[config.mk]
export PLATFORM = sky130hd
export DESIGN_NAME = pipe_sel_adder_flat
export DESIGN_NICKNAME = d
export VERILOG_FILES = /design/src/rtl/pipe_arith_pkg.sv /design/src/rtl/pipe_sel_adder_if.sv /design/src/rtl/pipe_sel_adder_mux_n.sv /design/src/rtl/pipe_sel_adder.sv /design/src/flat_wrapper.sv
export SDC_FILE = /design/constraint.sdc
export NUM_CORES = 1
export LEC_CHECK = 0
export ABC_AREA = 1
export CAP_MARGIN = 20
export CORE_MARGIN = 3
export CORE_UTILIZATION = 49
export DETAILED_ROUTE_END_ITERATION = 7
export GPL_TIMING_DRIVEN = 0
export PLACE_DENSITY = 0.95
export SYNTH_ARGS = -nofsm -noshare
export SYNTH_HDL_FRONTEND = slang
export SYNTH_HIERARCHICAL = 1
export SYNTH_SLANG_ARGS = --single-unit
export TNS_END_PERCENT = 1
[constraint.sdc]
create_clock -name clk -period 5.9 [get_ports clk]
set_clock_uncertainty 0.05 [all_clocks]
set_input_delay 0.885 -clock clk [delete_from_list [all_inputs] [get_ports clk]]
set_output_delay 0.885 -clock clk [all_outputs]
set_load 0.05 [all_outputs]
[src/rtl/pipe_arith_pkg.sv]
// -----------------------------------------------------------------------------
// pipe_arith_pkg
// Shared constants and helpers for the pipelined select/add datapath.
//   OP_ADD / OP_SUB : encodings of the 'sub' control bit.
//   DEFAULT_WIDTH   : default operand/result width.
//   DEFAULT_NUM_IN  : default number of candidates per select.
//   sel_width()     : ceil(log2(n)) with a floor of 1, used to size and
//                     validate select indices.
// -----------------------------------------------------------------------------
package pipe_arith_pkg;

    localparam logic OP_ADD         = 1'b0;
    localparam logic OP_SUB         = 1'b1;
    localparam int   DEFAULT_WIDTH  = 32;
    localparam int   DEFAULT_NUM_IN = 4;

    // Number of bits needed to index n candidates (at least one bit).
    function automatic int sel_width(input int n);
        int w;
        w = 1;
        while ((1 << w) < n) begin
            w = w + 1;
        end
        return w;
    endfunction

endpackage

[src/rtl/pipe_sel_adder_if.sv]
// -----------------------------------------------------------------------------
// pipe_sel_adder_if
// Bundles the operand/control inputs and the elastic result handshake of
// pipe_sel_adder.
//   flush                : kill everything in flight (upstream -> block)
//   in_valid / in_ready  : operation handshake
//   a_data / a_sel       : A candidates (candidate i at [i*WIDTH +: WIDTH]) and index
//   b_data / b_sel       : B candidates and index
//   sub                  : 0 = A+B, 1 = A-B
//   out_valid / out_ready: result handshake
//   out_sum / out_carry  : result; for subtract carry=1 means no borrow
// Modports:
//   master : the environment driving operations and consuming results
//   slave  : the pipe_sel_adder block
// -----------------------------------------------------------------------------
interface pipe_sel_adder_if
    import pipe_arith_pkg::*;
#(
    parameter int WIDTH  = DEFAULT_WIDTH,
    parameter int NUM_IN = DEFAULT_NUM_IN,
    parameter int SEL_W  = 2
) ();

    logic                    flush;
    logic                    in_valid;
    logic                    in_ready;
    logic [NUM_IN*WIDTH-1:0] a_data;
    logic [SEL_W-1:0]        a_sel;
    logic [NUM_IN*WIDTH-1:0] b_data;
    logic [SEL_W-1:0]        b_sel;
    logic                    sub;
    logic                    out_valid;
    logic                    out_ready;
    logic [WIDTH-1:0]        out_sum;
    logic                    out_carry;

    modport master (
        output flush,
        output in_valid,
        input  in_ready,
        output a_data,
        output a_sel,
        output b_data,
        output b_sel,
        output sub,
        input  out_valid,
        output out_ready,
        input  out_sum,
        input  out_carry
    );

    modport slave (
        input  flush,
        input  in_valid,
        output in_ready,
        input  a_data,
        input  a_sel,
        input  b_data,
        input  b_sel,
        input  sub,
        output out_valid,
        input  out_ready,
        output out_sum,
        output out_carry
    );

endinterface

[src/rtl/pipe_sel_adder_mux_n.sv]
// -----------------------------------------------------------------------------
// mux_n
// Combinational N-way operand select. An index that does not name a
// candidate (possible when NUM_IN is not a power of two) yields all zeros.
//   data_i : NUM_IN packed candidates, candidate i at [i*WIDTH +: WIDTH]
//   sel_i  : candidate index
//   data_o : selected candidate, or zero when sel_i >= NUM_IN
// -----------------------------------------------------------------------------
module mux_n
    import pipe_arith_pkg::*;
#(
    parameter int WIDTH  = DEFAULT_WIDTH,
    parameter int NUM_IN = DEFAULT_NUM_IN,
    parameter int SEL_W  = 2
) (
    input  logic [NUM_IN*WIDTH-1:0] data_i,
    input  logic [SEL_W-1:0]        sel_i,
    output logic [WIDTH-1:0]        data_o
);

    logic [WIDTH-1:0]  cand [NUM_IN];
    logic [NUM_IN-1:0] hit;

    // One decoded hit per candidate; an out-of-range index matches none of
    // them, which is what produces the all-zero result.
    for (genvar gi = 0; gi < NUM_IN; gi++) begin : g_cand
        assign cand[gi] = data_i[gi*WIDTH +: WIDTH];
        assign hit[gi]  = (sel_i == SEL_W'(gi));
    end

    // AND-OR reduction: hit is at most one-hot, so no priority chain needed.
    always_comb begin
        data_o = '0;
        for (int i = 0; i < NUM_IN; i++) begin
            data_o = data_o | ({WIDTH{hit[i]}} & cand[i]);
        end
    end

endmodule

[src/rtl/pipe_sel_adder.sv]
// -----------------------------------------------------------------------------
// pipe_sel_adder
// Two-stage pipelined operand select + add/subtract with an elastic
// valid/ready handshake, stall and flush.
//   S1 registers the selected A, the selected B and the sub bit.
//   S2 registers {carry, sum} = A + (sub ? ~B : B) + sub.
// Ports:
//   clk : rising-edge clock
//   rst : synchronous active-high reset; clears valid bits and all data
//   bus : pipe_sel_adder_if.slave (operands, controls, handshakes, result)
// The interface instance must be built with the same WIDTH/NUM_IN/SEL_W.
// -----------------------------------------------------------------------------
module pipe_sel_adder
    import pipe_arith_pkg::*;
#(
    parameter int WIDTH  = DEFAULT_WIDTH,
    parameter int NUM_IN = DEFAULT_NUM_IN,
    parameter int SEL_W  = 2
) (
    input  logic             clk,
    input  logic             rst,
    pipe_sel_adder_if.slave  bus
);

    // ---------------------------------------------------------------------
    // Elaboration-time parameter checks
    // ---------------------------------------------------------------------
    if (SEL_W != sel_width(NUM_IN)) begin : g_bad_sel_w
        $error("pipe_sel_adder: SEL_W must equal clog2(NUM_IN)");
    end
    if (WIDTH < 2) begin : g_bad_width
        $error("pipe_sel_adder: WIDTH must be at least 2");
    end
    if (NUM_IN < 2) begin : g_bad_num_in
        $error("pipe_sel_adder: NUM_IN must be at least 2");
    end

    // ---------------------------------------------------------------------
    // Operand selection
    // ---------------------------------------------------------------------
    logic [WIDTH-1:0] a_pick;
    logic [WIDTH-1:0] b_pick;

    mux_n #(
        .WIDTH  (WIDTH),
        .NUM_IN (NUM_IN),
        .SEL_W  (SEL_W)
    ) u_mux_a (
        .data_i (bus.a_data),
        .sel_i  (bus.a_sel),
        .data_o (a_pick)
    );

    mux_n #(
        .WIDTH  (WIDTH),
        .NUM_IN (NUM_IN),
        .SEL_W  (SEL_W)
    ) u_mux_b (
        .data_i (bus.b_data),
        .sel_i  (bus.b_sel),
        .data_o (b_pick)
    );

    // ---------------------------------------------------------------------
    // Pipeline state
    // ---------------------------------------------------------------------
    logic             s1_valid_q, s1_valid_d;
    logic [WIDTH-1:0] s1_a_q,     s1_a_d;
    logic [WIDTH-1:0] s1_b_q,     s1_b_d;
    logic             s1_sub_q,   s1_sub_d;
    logic             s2_valid_q, s2_valid_d;
    logic [WIDTH-1:0] s2_sum_q,   s2_sum_d;
    logic             s2_carry_q, s2_carry_d;

    // ---------------------------------------------------------------------
    // Handshake
    // ---------------------------------------------------------------------
    logic s1_load;
    logic s2_load;
    logic in_ready_int;

    // S2 can take S1's operation when it is empty or is emptying this cycle.
    assign s2_load      = s1_valid_q & (~s2_valid_q | bus.out_ready);
    // Depends on out_ready (through s2_load) so a full pipe restarts without
    // a bubble; deliberately independent of in_valid.
    assign in_ready_int = ~bus.flush & (~s1_valid_q | s2_load);
    assign s1_load      = bus.in_valid & in_ready_int;

    // ---------------------------------------------------------------------
    // Add/subtract at WIDTH+1 bits; subtract is A + ~B + 1 so the carry-out
    // reads as "no borrow".
    // ---------------------------------------------------------------------
    logic [WIDTH-1:0] b_eff;
    logic [WIDTH:0]   add_res;

    assign b_eff   = (s1_sub_q == OP_SUB) ? ~s1_b_q : s1_b_q;
    assign add_res = {1'b0, s1_a_q} + {1'b0, b_eff} + {{WIDTH{1'b0}}, s1_sub_q};

    // ---------------------------------------------------------------------
    // Next-state
    // ---------------------------------------------------------------------
    always_comb begin
        s1_valid_d = s1_load | (s1_valid_q & ~s2_load);
        s2_valid_d = s2_load | (s2_valid_q & ~bus.out_ready);
        s1_a_d     = s1_a_q;
        s1_b_d     = s1_b_q;
        s1_sub_d   = s1_sub_q;
        s2_sum_d   = s2_sum_q;
        s2_carry_d = s2_carry_q;

        // Flush only kills the valid bits; data registers keep moving on
        // their own load conditions and are simply ignored afterwards.
        if (bus.flush) begin
            s1_valid_d = 1'b0;
            s2_valid_d = 1'b0;
        end

        if (s1_load) begin
            s1_a_d   = a_pick;
            s1_b_d   = b_pick;
            s1_sub_d = bus.sub;
        end

        if (s2_load) begin
            s2_sum_d   = add_res[WIDTH-1:0];
            s2_carry_d = add_res[WIDTH];
        end
    end

    // ---------------------------------------------------------------------
    // Registers: reset clears everything and overrides flush/handshake.
    // ---------------------------------------------------------------------
    always_ff @(posedge clk) begin
        if (rst) begin
            s1_valid_q <= 1'b0;
            s1_a_q     <= '0;
            s1_b_q     <= '0;
            s1_sub_q   <= 1'b0;
            s2_valid_q <= 1'b0;
            s2_sum_q   <= '0;
            s2_carry_q <= 1'b0;
        end else begin
            s1_valid_q <= s1_valid_d;
            s1_a_q     <= s1_a_d;
            s1_b_q     <= s1_b_d;
            s1_sub_q   <= s1_sub_d;
            s2_valid_q <= s2_valid_d;
            s2_sum_q   <= s2_sum_d;
            s2_carry_q <= s2_carry_d;
        end
    end

    // ---------------------------------------------------------------------
    // Outputs
    // ---------------------------------------------------------------------
    assign bus.in_ready  = in_ready_int;
    assign bus.out_valid = s2_valid_q;
    assign bus.out_sum   = s2_sum_q;
    assign bus.out_carry = s2_carry_q;

endmodule

[src/flat_wrapper.sv]
// flat-port wrapper written by rule: the top's interface ports become plain ports
module pipe_sel_adder_flat import pipe_arith_pkg::*;
#(
    parameter int WIDTH  = DEFAULT_WIDTH,
    parameter int NUM_IN = DEFAULT_NUM_IN,
    parameter int SEL_W  = 2
)
  (clk, rst, bus_flush, bus_in_valid, bus_in_ready, bus_a_data, bus_a_sel, bus_b_data, bus_b_sel, bus_sub, bus_out_valid, bus_out_ready, bus_out_sum, bus_out_carry);
  pipe_sel_adder_if #(.WIDTH(WIDTH), .NUM_IN(NUM_IN), .SEL_W(SEL_W)) bus_i ();
  input  logic clk;
  input  logic rst;
  input wire logic [$bits(bus_i.flush)-1:0] bus_flush;
  input wire logic [$bits(bus_i.in_valid)-1:0] bus_in_valid;
  output wire logic [$bits(bus_i.in_ready)-1:0] bus_in_ready;
  input wire logic [$bits(bus_i.a_data)-1:0] bus_a_data;
  input wire logic [$bits(bus_i.a_sel)-1:0] bus_a_sel;
  input wire logic [$bits(bus_i.b_data)-1:0] bus_b_data;
  input wire logic [$bits(bus_i.b_sel)-1:0] bus_b_sel;
  input wire logic [$bits(bus_i.sub)-1:0] bus_sub;
  output wire logic [$bits(bus_i.out_valid)-1:0] bus_out_valid;
  input wire logic [$bits(bus_i.out_ready)-1:0] bus_out_ready;
  output wire logic [$bits(bus_i.out_sum)-1:0] bus_out_sum;
  output wire logic [$bits(bus_i.out_carry)-1:0] bus_out_carry;
  assign bus_i.flush = bus_flush;
  assign bus_i.in_valid = bus_in_valid;
  assign bus_in_ready = bus_i.in_ready;
  assign bus_i.a_data = bus_a_data;
  assign bus_i.a_sel = bus_a_sel;
  assign bus_i.b_data = bus_b_data;
  assign bus_i.b_sel = bus_b_sel;
  assign bus_i.sub = bus_sub;
  assign bus_out_valid = bus_i.out_valid;
  assign bus_i.out_ready = bus_out_ready;
  assign bus_out_sum = bus_i.out_sum;
  assign bus_out_carry = bus_i.out_carry;
  pipe_sel_adder #(.WIDTH(WIDTH), .NUM_IN(NUM_IN), .SEL_W(SEL_W)) u_core (.clk(clk), .rst(rst), .bus(bus_i));
endmodule
* Yosys cells after proc, flatten, opt, wreduce, memory -nomap -nowiden
Index checks and enable logic that the tools add are counted.
** Operators by class
- Add/subtract/negate cells :: 2
- Equality and inequality tests :: 6
- Reductions and logical operators :: 3
- Bitwise gates (word level) :: 29
- Mux-type cells :: 1
** Operators with widths (count)
- $and 32x32->32 :: 8
- $or 32x32->32 :: 6
- $add 32x32->33 :: 1
- $add 33x1->33 :: 1
- $mux 32 :: 1
- $not 32->32 :: 1
- $eq 2x2->1 const B :: 4
- $and 1x1->1 :: 5
- $not 1->1 :: 5
- $eq 2x1->1 const B :: 2
- $logic_not 2->1 :: 2
- $or 1x1->1 :: 4
- $reduce_or 2->1 :: 1
** Storage, ports and cells
- Flip-flop bits (word level) :: 100
- Bits of input ports :: 266
- Output and inout port bits :: 35

* Depth between registers and ports, before layout
- Word-level depth :: 7
- Mapped depth :: 17

* Cells and area by module
Netlist, hierarchy kept.
** By module, submodules not included
- pipe_sel_adder :: area each 6257.3 sq um, times used 1, cells an instance 955
- mux_n :: area each 1365.1 sq um, times used 2, cells an instance 314

* Worst setup path after synthesis
Ideal clock, no wire load.
- Path kind :: input -> output
- Start :: input port bus_out_ready
- End :: output port bus_in_ready
- Stages on the path :: 6
- Path slack :: 3.382 ns
- Data required time :: 4.965 ns
- Arrival :: 1.583 ns
- Cells stage by stage :: inv_1 nand3_1 nand2_1 inv_1 buf_2 buf_2
** On the way
- Cells in the longest elaborated chain, start to end :: 4
** RTL lines
- start, declared :: RTL line flat_wrapper.sv:21 : input wire logic [$bits(bus_i.out_ready)-1:0] bus_out_ready;
- $or 1x1->1 :: RTL line pipe_sel_adder.sv:83 : assign s2_load = s1_valid_q & (~s2_valid_q | bus.out_ready);
- $and 1x1->1 :: RTL line pipe_sel_adder.sv:83
- $or 1x1->1 :: RTL line pipe_sel_adder.sv:86 : assign in_ready_int = ~bus.flush & (~s1_valid_q | s2_load);
- $and 1x1->1 :: RTL line pipe_sel_adder.sv:86
- end, declared :: RTL line flat_wrapper.sv:14 : output wire logic [$bits(bus_i.in_ready)-1:0] bus_in_ready;
Every way passes these cells.

* Final worst setup path
Ends and elaborated chain as after synthesis.

==> out/summary.txt <==
status = complete, no violations
Starting Density = 51.1%
post_cts resized = 0
I/O Buffers = 298
number of buffers inserted by hold repair at cts = 0
Post-synth EDFFs = 0
initial antenna violation count = 0
initial drt markers = 894
Sw Share = 34.4%
area grow syn2layout = 39.8%
Max IR drop VDD = 203 uV
Die X = 141 microns
gr busiest metal = met2
unrepaired setup endpoints after global routing = false
routing usage on met3 = 4.92%
Clock Tree Buf Depth = 2
met1 Resource Use GR = 39.4%
Clk pwr share = 30.6%
min Tclk post-route = 4.01 ns
Tcrit/Tclk final = 67.9%
Die Area = 20000 sq um
post-CTS setup buffers = 0
Nets = 2193
final setup fails = 0
die height = 141 microns
first-pass GRT wire length = 51600 microns
final wirelength = 32900 microns
worst endpoint required time = 4.97 ns
fin util = 71.4%
Vias = 11100
most common cell after layout, fill and taps aside = nand2_1
post-synthesis sequential area ratio = 22.3%
Antenna Cells = 0
post-route ant nets = 0
Psw = 0.000697 W
Setup crit end kind = output port
combinational group share of total power = 33.4%
WP data arrival = 3.07 ns
Boundary Pins = 301
Warnings, synthesis = 6
CTS root buffer = clkbuf_16
Post-Syn Nets = 1884
worst-skew pair later-pin latency = 0.36 ns
crit path kind = input pin to output port
max frequency = 250 MHz
drt pass-1 iters = 6
Synth Flop Type = dfxtp_1
CTS Buf Count = 9
Synth async-reset ratio = 0%
grt met2 use = 56.5%
Flop pwr share = 35.9%
CTS tree = built
synthesized cell area = 8990 sq um
share of layout cells above drive strength 1 = 6.06%
DR DRC count = 0
maximum number of pins on one net before global-route repair = 22
wire length per cell = 15.5 microns
internal power = 0.00133 W
htree depth = 3
post-DP HPWL = 27500 microns
vias in the first global route = 10400
Yosys reg bits = 100
CP Launch Type = input pin
Slew Viols, Final = 0
GRT Overall Usage = 31.8%
PwrDens = 161 nW/um^2
setup TNS = 0 ns
P_leak = 6.45 nW
min-delay worst type = flop to flop
clock sinks = 100
final hold vios = 0
clock slew seen by the registers of the worst setup and hold paths = 0.08 ns
crit-path max FO = 10
relative slew slack = 53.0%
FP Rows = 48
commonest non-fill, non-tap cells in the layout = nand2_1 (488), clkdlybuf4s50_1 (298), nand3_1 (290), inv_1 (244), nor2_1 (104)
Synth Instances = 1583
synth unique cells = 36
total grt overflow = 0
Syn Area/Cell = 5.68 sq um
Placer Congestion = 1.00
vias per inst = 5.22
max-cap viol count = 0
Core Box Area = 17600 sq um
Worst-Margin Slew = 0.705 ns
registers in the layout, summed over array words and instances (netlist names):
name,cells
u_core/bus.out_carry,1
u_core/s1_sub_q,1
u_core/s1_valid_q,1
u_core/bus.out_sum,32
u_core/s1_a_q,32
u_core/bus.out_valid,1
u_core/s1_b_q,32
stage by stage:
stage,cells,hold WS (ns),instance area [sq um],setup WS [ns],power (W)
after floorplan,1583,0.390,8990,3.38,0.00110
after global routing,2122,0.436,12600,1.79,0.00212
after global placement,2106,0.395,12300,1.93,0.00139
final,2122,0.428,12600,1.89,0.00203
after CTS,2122,0.429,12600,1.90,0.00202
after detailed placement,2106,0.415,12300,1.92,0.00141
power by group through the flow:
stage,clock [W],sequential [W],combinational (W)
5_1_grt,0.000647,0.000731,0.000738
3_3_place_gp,0,0.000741,0.000653
6_report,0.000620,0.000728,0.000677
2_1_floorplan,0,0.000764,0.000332
3_5_place_dp,0,0.000743,0.000663
4_1_cts,0.000623,0.000727,0.000667
kinds of logic after synthesis:
logic type      share of synthesized area, %
simple gates                            43.7
compound gates                          8.77
flops                                   22.3
xor+xnor                                4.39
buf+inv                                 15.9
fa+ha+maj                               4.96
synth_stat cells, types with 2 or more instances:
cell	number	share of area, %
nand2_1	488	20
inv_1	244	10
o21ai_1	8	0.45
o21ai_0	27	1.5
clkbuf_1	19	0.79
ha_1	34	4.7
a21oi_2	2	0.19
buf_1	4	0.17
nand4_1	3	0.21
buf_2	33	1.8
nand3b_1	3	0.25
xor2_1	42	4.1
dfxtp_1	100	22
xnor2_1	3	0.29
a21oi_1	101	5.6
nor3_2	2	0.22
inv_2	6	0.25
nand2_4	2	0.25
buf_4	29	2.4
nor2_1	104	4.3
nor3_1	2	0.11
nand2_2	14	0.97
nand3_1	290	16
o21bai_1	6	0.50
nor2_2	6	0.42
area by class of cell:
| class | count | area [sq um] |
|---|---|---|
| sequential | 100 | 2000 |
| tap | 225 | 282 |
| timing repair buffer | 298 | 2980 |
| clock inverter | 7 | 91.3 |
| clock buffer | 9 | 225 |
| multi-input combinational | 1146 | 5560 |
| inverter | 250 | 938 |
| fill | 1591 | 5030 |
| buffer | 87 | 489 |
worst max-delay path, stage by stage:
cell and delay [ns]:
clkdlybuf4s50_1 0.45, inv_1 0.05, nand3_1 0.08, nand2_1 0.11, inv_1 0.08, buf_2 0.23
buf_2 0.31, clkdlybuf4s50_1 0.86
routing by layer:
layer  up-vias  wire length (microns)
li1       5562                      -
met4         0                   1060
met5         -                      0
met3        70                   2360
met1      4977                  13300
met2       459                  16200
final timing paths:
path | startpoint | to | slack (ns) | cells past startpoint
setup / recovery | bus_out_ready | bus_in_ready | 1.89 | 8
hold / removal | u_core/s1_a_q[7]$_SDFFE_PP0P_ | u_core/s1_a_q[7]$_SDFFE_PP0P_ | 0.43 | 2
setup reg to reg | u_core/s1_sub_q$_SDFFE_PP0P_ | u_core/bus.out_sum[22]$_SDFFE_PP0P_ | 3.15 | 16
hold reg to reg | u_core/s1_a_q[7]$_SDFFE_PP0P_ | u_core/s1_a_q[7]$_SDFFE_PP0P_ | 0.43 | 2
No activity file was read; power rests on OpenSTA's default activity.
